`config.mk`:
```
export PLATFORM = sky130hd
export DESIGN_NAME = mips_dvc_arb
export DESIGN_NICKNAME = d
export VERILOG_FILES = /design/src/rtl/mips_dvc_arb_pkg.sv /design/src/rtl/mips_arb_rr2.sv /design/src/rtl/mips_dvc_arb.sv
export SDC_FILE = /design/constraint.sdc
export NUM_CORES = 1
export LEC_CHECK = 0
export ABC_AREA = 1
export BUFFER_PORTS_ARGS = -buffer_cell sky130_fd_sc_hd__buf_4
export CAP_MARGIN = 20
export CORE_MARGIN = 8
export CORE_UTILIZATION = 34
export CTS_CLUSTER_DIAMETER = 40
export DETAILED_ROUTE_END_ITERATION = 16
export PLACE_DENSITY = 0.72
export RECOVER_POWER = 25
export SETUP_SLACK_MARGIN = 0.02
export SYNTH_ARGS = -nofsm -noshare
export SYNTH_HDL_FRONTEND = slang
export SYNTH_HIERARCHICAL = 1
export SYNTH_SLANG_ARGS = --single-unit
```
`constraint.sdc`:
```
create_clock -name clk_i -period 2.28 [get_ports clk_i]
set_input_delay 0.114 -clock clk_i [delete_from_list [all_inputs] [get_ports clk_i]]
set_output_delay 0.114 -clock clk_i [all_outputs]
set_load 0.005 [all_outputs]
```
`src/rtl/mips_dvc_arb_pkg.sv`:
```
// Shared types and constants for the mips_dvc two-master device-bus arbiter.
//   - arb_state_e : arbiter FSM encoding
//   - MEM_CTL_IDLE: device access code meaning "no access"
//   - LOCK_MAX    : longest run of locked grants before the lock is ignored once
//   - req_valid() : a request counts only with a nonzero access code
package mips_dvc_arb_pkg;

    typedef enum logic [1:0] {
        IDLE  = 2'd0,
        ISSUE = 2'd1,
        WAIT  = 2'd2,
        DONE  = 2'd3
    } arb_state_e;

    localparam logic [3:0] MEM_CTL_IDLE = 4'b0000;

    localparam int unsigned LOCK_MAX = 4;

    function automatic logic req_valid(input logic req, input logic [3:0] mem_ctl);
        return req && (mem_ctl != MEM_CTL_IDLE);
    endfunction

endpackage

```
`src/rtl/mips_arb_rr2.sv`:
```
// Combinational 2-way round-robin picker.
//   req_i       : qualified requests, one bit per master
//   last_i      : index of the master granted most recently
//   lock_hint_i : keep the grant with last_i when it is still requesting
//   win_valid_o : at least one request is pending
//   win_id_o    : index of the winning master (0 when nothing is pending)
module mips_arb_rr2 (
    input  logic [1:0] req_i,
    input  logic       last_i,
    input  logic       lock_hint_i,
    output logic       win_valid_o,
    output logic       win_id_o
);

    always_comb begin
        win_valid_o = |req_i;
        win_id_o    = 1'b0;
        if (lock_hint_i && req_i[last_i]) begin
            win_id_o = last_i;
        end else if (&req_i) begin
            win_id_o = ~last_i;
        end else begin
            win_id_o = req_i[1];
        end
    end

endmodule

```
`src/rtl/mips_dvc_arb.sv`:
```
// Two-master arbiter in front of the mips_dvc device bus.
// Accesses are serialised with round-robin priority: the winner's address, data and access
// code are driven onto the device bus, the code for exactly one cycle, then after RD_LAT
// cycles the device read data is returned with a one-cycle done pulse to the winner.
//
// Ports:
//   clk_i, rst_i            clock, synchronous active-high reset
//   mX_req_i                request, held until mX_done_o
//   mX_addr_i/din_i         access address / write data
//   mX_mem_ctl_i            access code, nonzero means an access
//   mX_lock_i               (DVC_ARB_LOCK_EN only) keep the bus for the next access
//   mX_dout_o, mX_done_o    read data and completion pulse
//   dev_addr_o/din_o        device address / write data, held through the access
//   dev_mem_ctl_o           device access code, nonzero only in the issue cycle
//   dev_dout_i              device read data
//   gnt_id_o                master owning the bus (trace)
//   busy_o                  arbiter not idle
//
// Build option: define DVC_ARB_LOCK_EN to add the lock inputs for atomic sequences.
module mips_dvc_arb
    import mips_dvc_arb_pkg::*;
#(
    parameter int unsigned RD_LAT = 1,
    parameter int unsigned AW     = 32,
    parameter int unsigned DW     = 32
) (
    input  logic          clk_i,
    input  logic          rst_i,

    input  logic          m0_req_i,
    input  logic [AW-1:0] m0_addr_i,
    input  logic [DW-1:0] m0_din_i,
    input  logic [3:0]    m0_mem_ctl_i,
    input  logic          m1_req_i,
    input  logic [AW-1:0] m1_addr_i,
    input  logic [DW-1:0] m1_din_i,
    input  logic [3:0]    m1_mem_ctl_i,
`ifdef DVC_ARB_LOCK_EN
    input  logic          m0_lock_i,
    input  logic          m1_lock_i,
`endif
    output logic [DW-1:0] m0_dout_o,
    output logic          m0_done_o,
    output logic [DW-1:0] m1_dout_o,
    output logic          m1_done_o,

    output logic [AW-1:0] dev_addr_o,
    output logic [DW-1:0] dev_din_o,
    output logic [3:0]    dev_mem_ctl_o,
    input  logic [DW-1:0] dev_dout_i,

    output logic          gnt_id_o,
    output logic          busy_o
);

    if (RD_LAT < 1 || RD_LAT > 15) begin : g_bad_rd_lat
        $error("mips_dvc_arb: RD_LAT must be in 1..15");
    end

    localparam logic [3:0] CntLoad = 4'(RD_LAT - 1);

    arb_state_e    state_q, state_d;
    logic [3:0]    cnt_q, cnt_d;
    logic          last_q, last_d;
    logic          gnt_q, gnt_d;
    logic          busy_q, busy_d;
    logic [AW-1:0] dev_addr_q, dev_addr_d;
    logic [DW-1:0] dev_din_q, dev_din_d;
    logic [3:0]    dev_ctl_q, dev_ctl_d;
    logic [DW-1:0] m0_dout_q, m0_dout_d, m1_dout_q, m1_dout_d;
    logic          m0_done_q, m0_done_d, m1_done_q, m1_done_d;

    logic [1:0]    req_vld;
    logic          lock_hint;
    logic          win_valid;
    logic          win_id;

    assign req_vld = {req_valid(m1_req_i, m1_mem_ctl_i), req_valid(m0_req_i, m0_mem_ctl_i)};

`ifdef DVC_ARB_LOCK_EN
    localparam logic [2:0] StreakMax = 3'(LOCK_MAX);

    // lock_pend_q: the last winner asked to keep the bus.
    // streak_q: consecutive grants to last_q, saturating at StreakMax.
    logic       lock_pend_q, lock_pend_d;
    logic [2:0] streak_q, streak_d;

    // A lock that has already won StreakMax grants in a row loses its priority once.
    assign lock_hint = lock_pend_q && (streak_q < StreakMax);
`else
    assign lock_hint = 1'b0;
`endif

    mips_arb_rr2 u_rr2 (
        .req_i       (req_vld),
        .last_i      (last_q),
        .lock_hint_i (lock_hint),
        .win_valid_o (win_valid),
        .win_id_o    (win_id)
    );

    always_comb begin
        state_d    = state_q;
        cnt_d      = cnt_q;
        last_d     = last_q;
        gnt_d      = gnt_q;
        dev_addr_d = dev_addr_q;
        dev_din_d  = dev_din_q;
        dev_ctl_d  = dev_ctl_q;
        m0_dout_d  = m0_dout_q;
        m1_dout_d  = m1_dout_q;
        m0_done_d  = 1'b0;
        m1_done_d  = 1'b0;
`ifdef DVC_ARB_LOCK_EN
        lock_pend_d = lock_pend_q;
        streak_d    = streak_q;
`endif

        unique case (state_q)
            IDLE: begin
                if (win_valid) begin
                    dev_addr_d = win_id ? m1_addr_i    : m0_addr_i;
                    dev_din_d  = win_id ? m1_din_i     : m0_din_i;
                    dev_ctl_d  = win_id ? m1_mem_ctl_i : m0_mem_ctl_i;
                    gnt_d      = win_id;
                    last_d     = win_id;
                    state_d    = ISSUE;
`ifdef DVC_ARB_LOCK_EN
                    lock_pend_d = 1'b0;
                    if (win_id != last_q) begin
                        streak_d = 3'd1;
                    end else if (streak_q != StreakMax) begin
                        streak_d = streak_q + 3'd1;
                    end
`endif
                end
            end
            ISSUE: begin
                // The code was presented during this cycle only.
                dev_ctl_d = MEM_CTL_IDLE;
                cnt_d     = CntLoad;
                state_d   = WAIT;
            end
            WAIT: begin
                if (cnt_q == 4'd0) begin
                    if (gnt_q) begin
                        m1_dout_d = dev_dout_i;
                        m1_done_d = 1'b1;
                    end else begin
                        m0_dout_d = dev_dout_i;
                        m0_done_d = 1'b1;
                    end
                    state_d = DONE;
                end else begin
                    cnt_d = cnt_q - 4'd1;
                end
            end
            DONE: begin
                state_d = IDLE;
`ifdef DVC_ARB_LOCK_EN
                lock_pend_d = gnt_q ? m1_lock_i : m0_lock_i;
`endif
            end
            default: state_d = IDLE;
        endcase

        busy_d = (state_d != IDLE);
    end

    always_ff @(posedge clk_i) begin
        if (rst_i) begin
            state_q    <= IDLE;
            cnt_q      <= 4'd0;
            last_q     <= 1'b1;
            gnt_q      <= 1'b0;
            busy_q     <= 1'b0;
            dev_addr_q <= '0;
            dev_din_q  <= '0;
            dev_ctl_q  <= MEM_CTL_IDLE;
            m0_dout_q  <= '0;
            m1_dout_q  <= '0;
            m0_done_q  <= 1'b0;
            m1_done_q  <= 1'b0;
`ifdef DVC_ARB_LOCK_EN
            lock_pend_q <= 1'b0;
            streak_q    <= 3'd0;
`endif
        end else begin
            state_q    <= state_d;
            cnt_q      <= cnt_d;
            last_q     <= last_d;
            gnt_q      <= gnt_d;
            busy_q     <= busy_d;
            dev_addr_q <= dev_addr_d;
            dev_din_q  <= dev_din_d;
            dev_ctl_q  <= dev_ctl_d;
            m0_dout_q  <= m0_dout_d;
            m1_dout_q  <= m1_dout_d;
            m0_done_q  <= m0_done_d;
            m1_done_q  <= m1_done_d;
`ifdef DVC_ARB_LOCK_EN
            lock_pend_q <= lock_pend_d;
            streak_q    <= streak_d;
`endif
        end
    end

    assign m0_dout_o     = m0_dout_q;
    assign m0_done_o     = m0_done_q;
    assign m1_dout_o     = m1_dout_q;
    assign m1_done_o     = m1_done_q;
    assign dev_addr_o    = dev_addr_q;
    assign dev_din_o     = dev_din_q;
    assign dev_mem_ctl_o = dev_ctl_q;
    assign gnt_id_o      = gnt_q;
    assign busy_o        = busy_q;

endmodule

```
==> impl_metrics.csv <==
group,metric,value,unit
worst_setup_path,cpMaxStageDelayCell,"buf_12",
pwr,power_density,1048,mW/mm2
grt,grt_pass1_wl,32920,um
clock_tree,cts_max_path_buffers,2,
run,max_cap_viol_count,0,
clock_tree,cts_buffers,17,
timing,relSlewSlack,0.5567,
clock_tree,h-tree-depth,4,
timing,setup_viol,0,
placed_design,dp_slack,0.4206,ns
worst_setup_path,cp_data_arrival_time,2.02,ns
pwr,clock_power_share,0.311,
pwr,power_frac_comb,0.326,
placed_design,io_buffers,307,
floorplan,placementRows,48,
clock_tree,cts_resized,0,
synth,synth_top_area_frac,0.4751,
floorplan,die_y,149.1,um
synth,ys_top_cells_by_count,"nand2_1 (164), dfxtp_1 (143), nor2_1 (138)",
floorplan,core_area,0.01730,mm2
cells_and_area,final-seq-area,0.002863,mm2
route,vias,6382,
grt,track_usage,0.1835,
clock_tree,clk_pin_slew,0.06,ns
route,drtIter0Drc,339,
worst_setup_path,critPathKind,"register to register",
timing,fmax,583.0,MHz
worst_setup_path,crit_path_end_kind,"register",
timing,tightest_slew,0.6640,ns
pwr,power_switching,3.220,mW
clock_tree,cts_tree,"yes",
route,drt_pre_antenna_iters,5,
worst_setup_path,start_kind,"register",
synth,syn_avg_cell_area,7.375,um2
grt,grt_max_degree,129,
worst_setup_path,crit_fanout,128,
timing,final.setup.tns,0,ns
floorplan,pin_count,308,
pwr,intPower,6.482,mW
timing,fin_skew,0.01108,ns
min_path,min-delay-path-class,"input port to register",
cells_and_area,antenna_cells,0,
cells_and_area,layout.nets,1308,
route,wirelength,21010,um
pwr,ir_drop,0.6081,mV
floorplan,dieArea,0.02224,mm2
synth,synth_seq_cells,143,
worst_setup_path,cp_cell_sequence,"inv_1 > ha_1 > nand2_1 > clkinv_2 > buf_12 > nand3_1 > o211ai_1 > inv_1",
floorplan,die_x,149.1,um
clock_tree,clock-sinks,143,
cells_and_area,multi_input_area,0.002525,mm2
worst_setup_path,cp_common_cell,"inv_1",
grt,antenna_found_initial,0,
timing,post-route-period-util,0.7523,
synth,synth-seq-area-share,0.4751,
placed_design,dp_hpwl,14840,um
synth,yosysWarnings,6,
pwr,p_leak,4.746,nW
synth,yosys.cell_count.top_type,"nand2_1",
worst_setup_path,cpPeakStageDelay,0.39,ns
route,drc,0,
synth,ys.flop_type,"dfxtp_1",
synth,synth_cells,817,
clock_tree,cts_setup_buffers,0,
synth,ys_types,27,
synth,syn_area,0.006026,mm2
pwr,p_seq_frac,0.363,
timing,final_max_slew_viol_count,0,
synth,netlist_top_cells_area,"dfxtp_1 (48%), nand2_1 (10%), nor2_1 (8.6%)",
synth,synth_edf_count,0,
timing,fin_crit,1.715,ns
timing,fin_ws,0.5648,ns
synth,synth_largest_area_cell,"dfxtp_1",
clock_tree,clk_latency,0.42,ns
grt,grt_pass1_vias,6437,
floorplan,initial_core_util,0.3484,
route,antenna_left,0,
status,status,"completed",
pwr,switching_share,0.3319,
placed_design,finalWeightedCongestion,0.8268,
grt,grt.overflow.total,0,
cells_and_area,syn_to_final_growth,53.63,%
cells_and_area,drive_above_1_share,0.2876,
cells_and_area,final_util,0.5352,
route,wl_per_cell,15.35,um
route,viasPerCell,4.662,
clock_tree,clock_tree.root_cell,"clkbuf_16",
timing,hold_viol,0,
synth,synth-async-reset-ratio,0,
worst_setup_path,required,2.58,ns
cells_and_area,nFillCells,1649,
timing,rsz0062_at_grt,"no",
## placed cells by master, fill, tap and decap left out
cell type / count
a21oi_1: 11
nand3_1: 67
clkbuf_4: 34
inv_8: 1
dfxtp_1: 143
buf_4: 245
nor2_2: 5
inv_6: 2
nand4_1: 2
bufinv_16: 4
clkinv_4: 5
o21ai_0: 64
inv_1: 81
ha_1: 5
buf_12: 3
clkinvlp_4: 2
o211ai_1: 64
clkbuf_1: 35
nor2_4: 3
dlygate4sd3_1: 33
clkbuf_8: 1
inv_2: 3
clkbuf_16: 17
conb_1: 2
or2_1: 1
nand3_2: 1
o21ai_1: 4
nor2_1: 137
o21a_1: 1
nor4_1: 1
nand2_1: 164
clkinv_2: 2
or2_2: 1
## metal layers
layer,GRT usage,up-vias,part of all wire
met5,0,-,0
met2,0.3122,232,0.50
met3,0.06311,45,0.076
met4,0.09036,0,0.033
met1,0.2006,2857,0.40
li1,-,3248,-
## final timing paths
path	to	slack, ns	depth (start not counted)	start
min reg2reg	dev_mem_ctl_o[0]$_SDFFE_PP0P_	0.46	2	dev_mem_ctl_o[0]$_SDFFE_PP0P_
max	dev_addr_o[25]$_SDFFE_PP0P_	0.56	8	state_q[0]$_SDFF_PP0_
max reg2reg	dev_addr_o[25]$_SDFFE_PP0P_	0.56	8	state_q[0]$_SDFF_PP0_
min	dev_addr_o[11]$_SDFFE_PP0P_	0.04	5	m1_addr_i[11]
## critical path: cells and delay by family (launching register included)
family | cells | cell delay, ns
compound gates | 1 | 0.12
buf+inv | 4 | 0.63
fa+ha+maj | 1 | 0.17
simple gates | 2 | 0.30
flops | 1 | 0.32
## cell type report
cell class	instances	share of cell area
tap	225	0.03041
clock inverter	14	0.02244
clock buffer	18	0.04744
multi-input combinational	533	0.2727
inverter	86	0.03514
timing repair buffer	350	0.2826
sequential	143	0.3092
## metrics by stage
stage	hold slack, ns	std cells	power, mW	area [um2]
after detailed placement	0.3519	1304	6.831	8412
after CTS	0.01588	1369	9.940	9389
final	0.03745	1369	9.702	9258
after global placement	0.3453	1304	6.789	8412
after floorplan	0.2422	818	5.206	6030
after global routing	0.02881	1369	10.33	9258
## power groups by stage
stage | clock [mW] | combinational (mW) | sequential [mW]
after floorplan | 0 | 1.63 | 3.58
after CTS | 3.09 | 3.33 | 3.52
after detailed placement | 0 | 3.27 | 3.56
after global placement | 0 | 3.23 | 3.56
final | 3.02 | 3.17 | 3.52
after global routing | 3.19 | 3.54 | 3.60
## registers in the layout (all words and copies together) (netlist names)
signal,cells
busy_o,1
cnt_q,4
dev_addr_o,32
dev_din_o,32
dev_mem_ctl_o,4
gnt_id_o,1
last_q,1
m0_done_o,1
m0_dout_o,32
m1_done_o,1
m1_dout_o,32
state_q,2
## cell families after synthesis
group	synth area share
and+or+nand+nor	0.2596
AOI/OAI and AO/OA	0.1466
DFF	0.4751
buffers and inverters	0.1078
adders and majority gates	0.01038
other	0.0006223
## what timing repair did
action                     in CTS  in global routing
hold endpoints to repair       73                  0
setup endpoints to repair       0                  0
hold buffers                   33                  0
(Power assumes the default switching activity.)
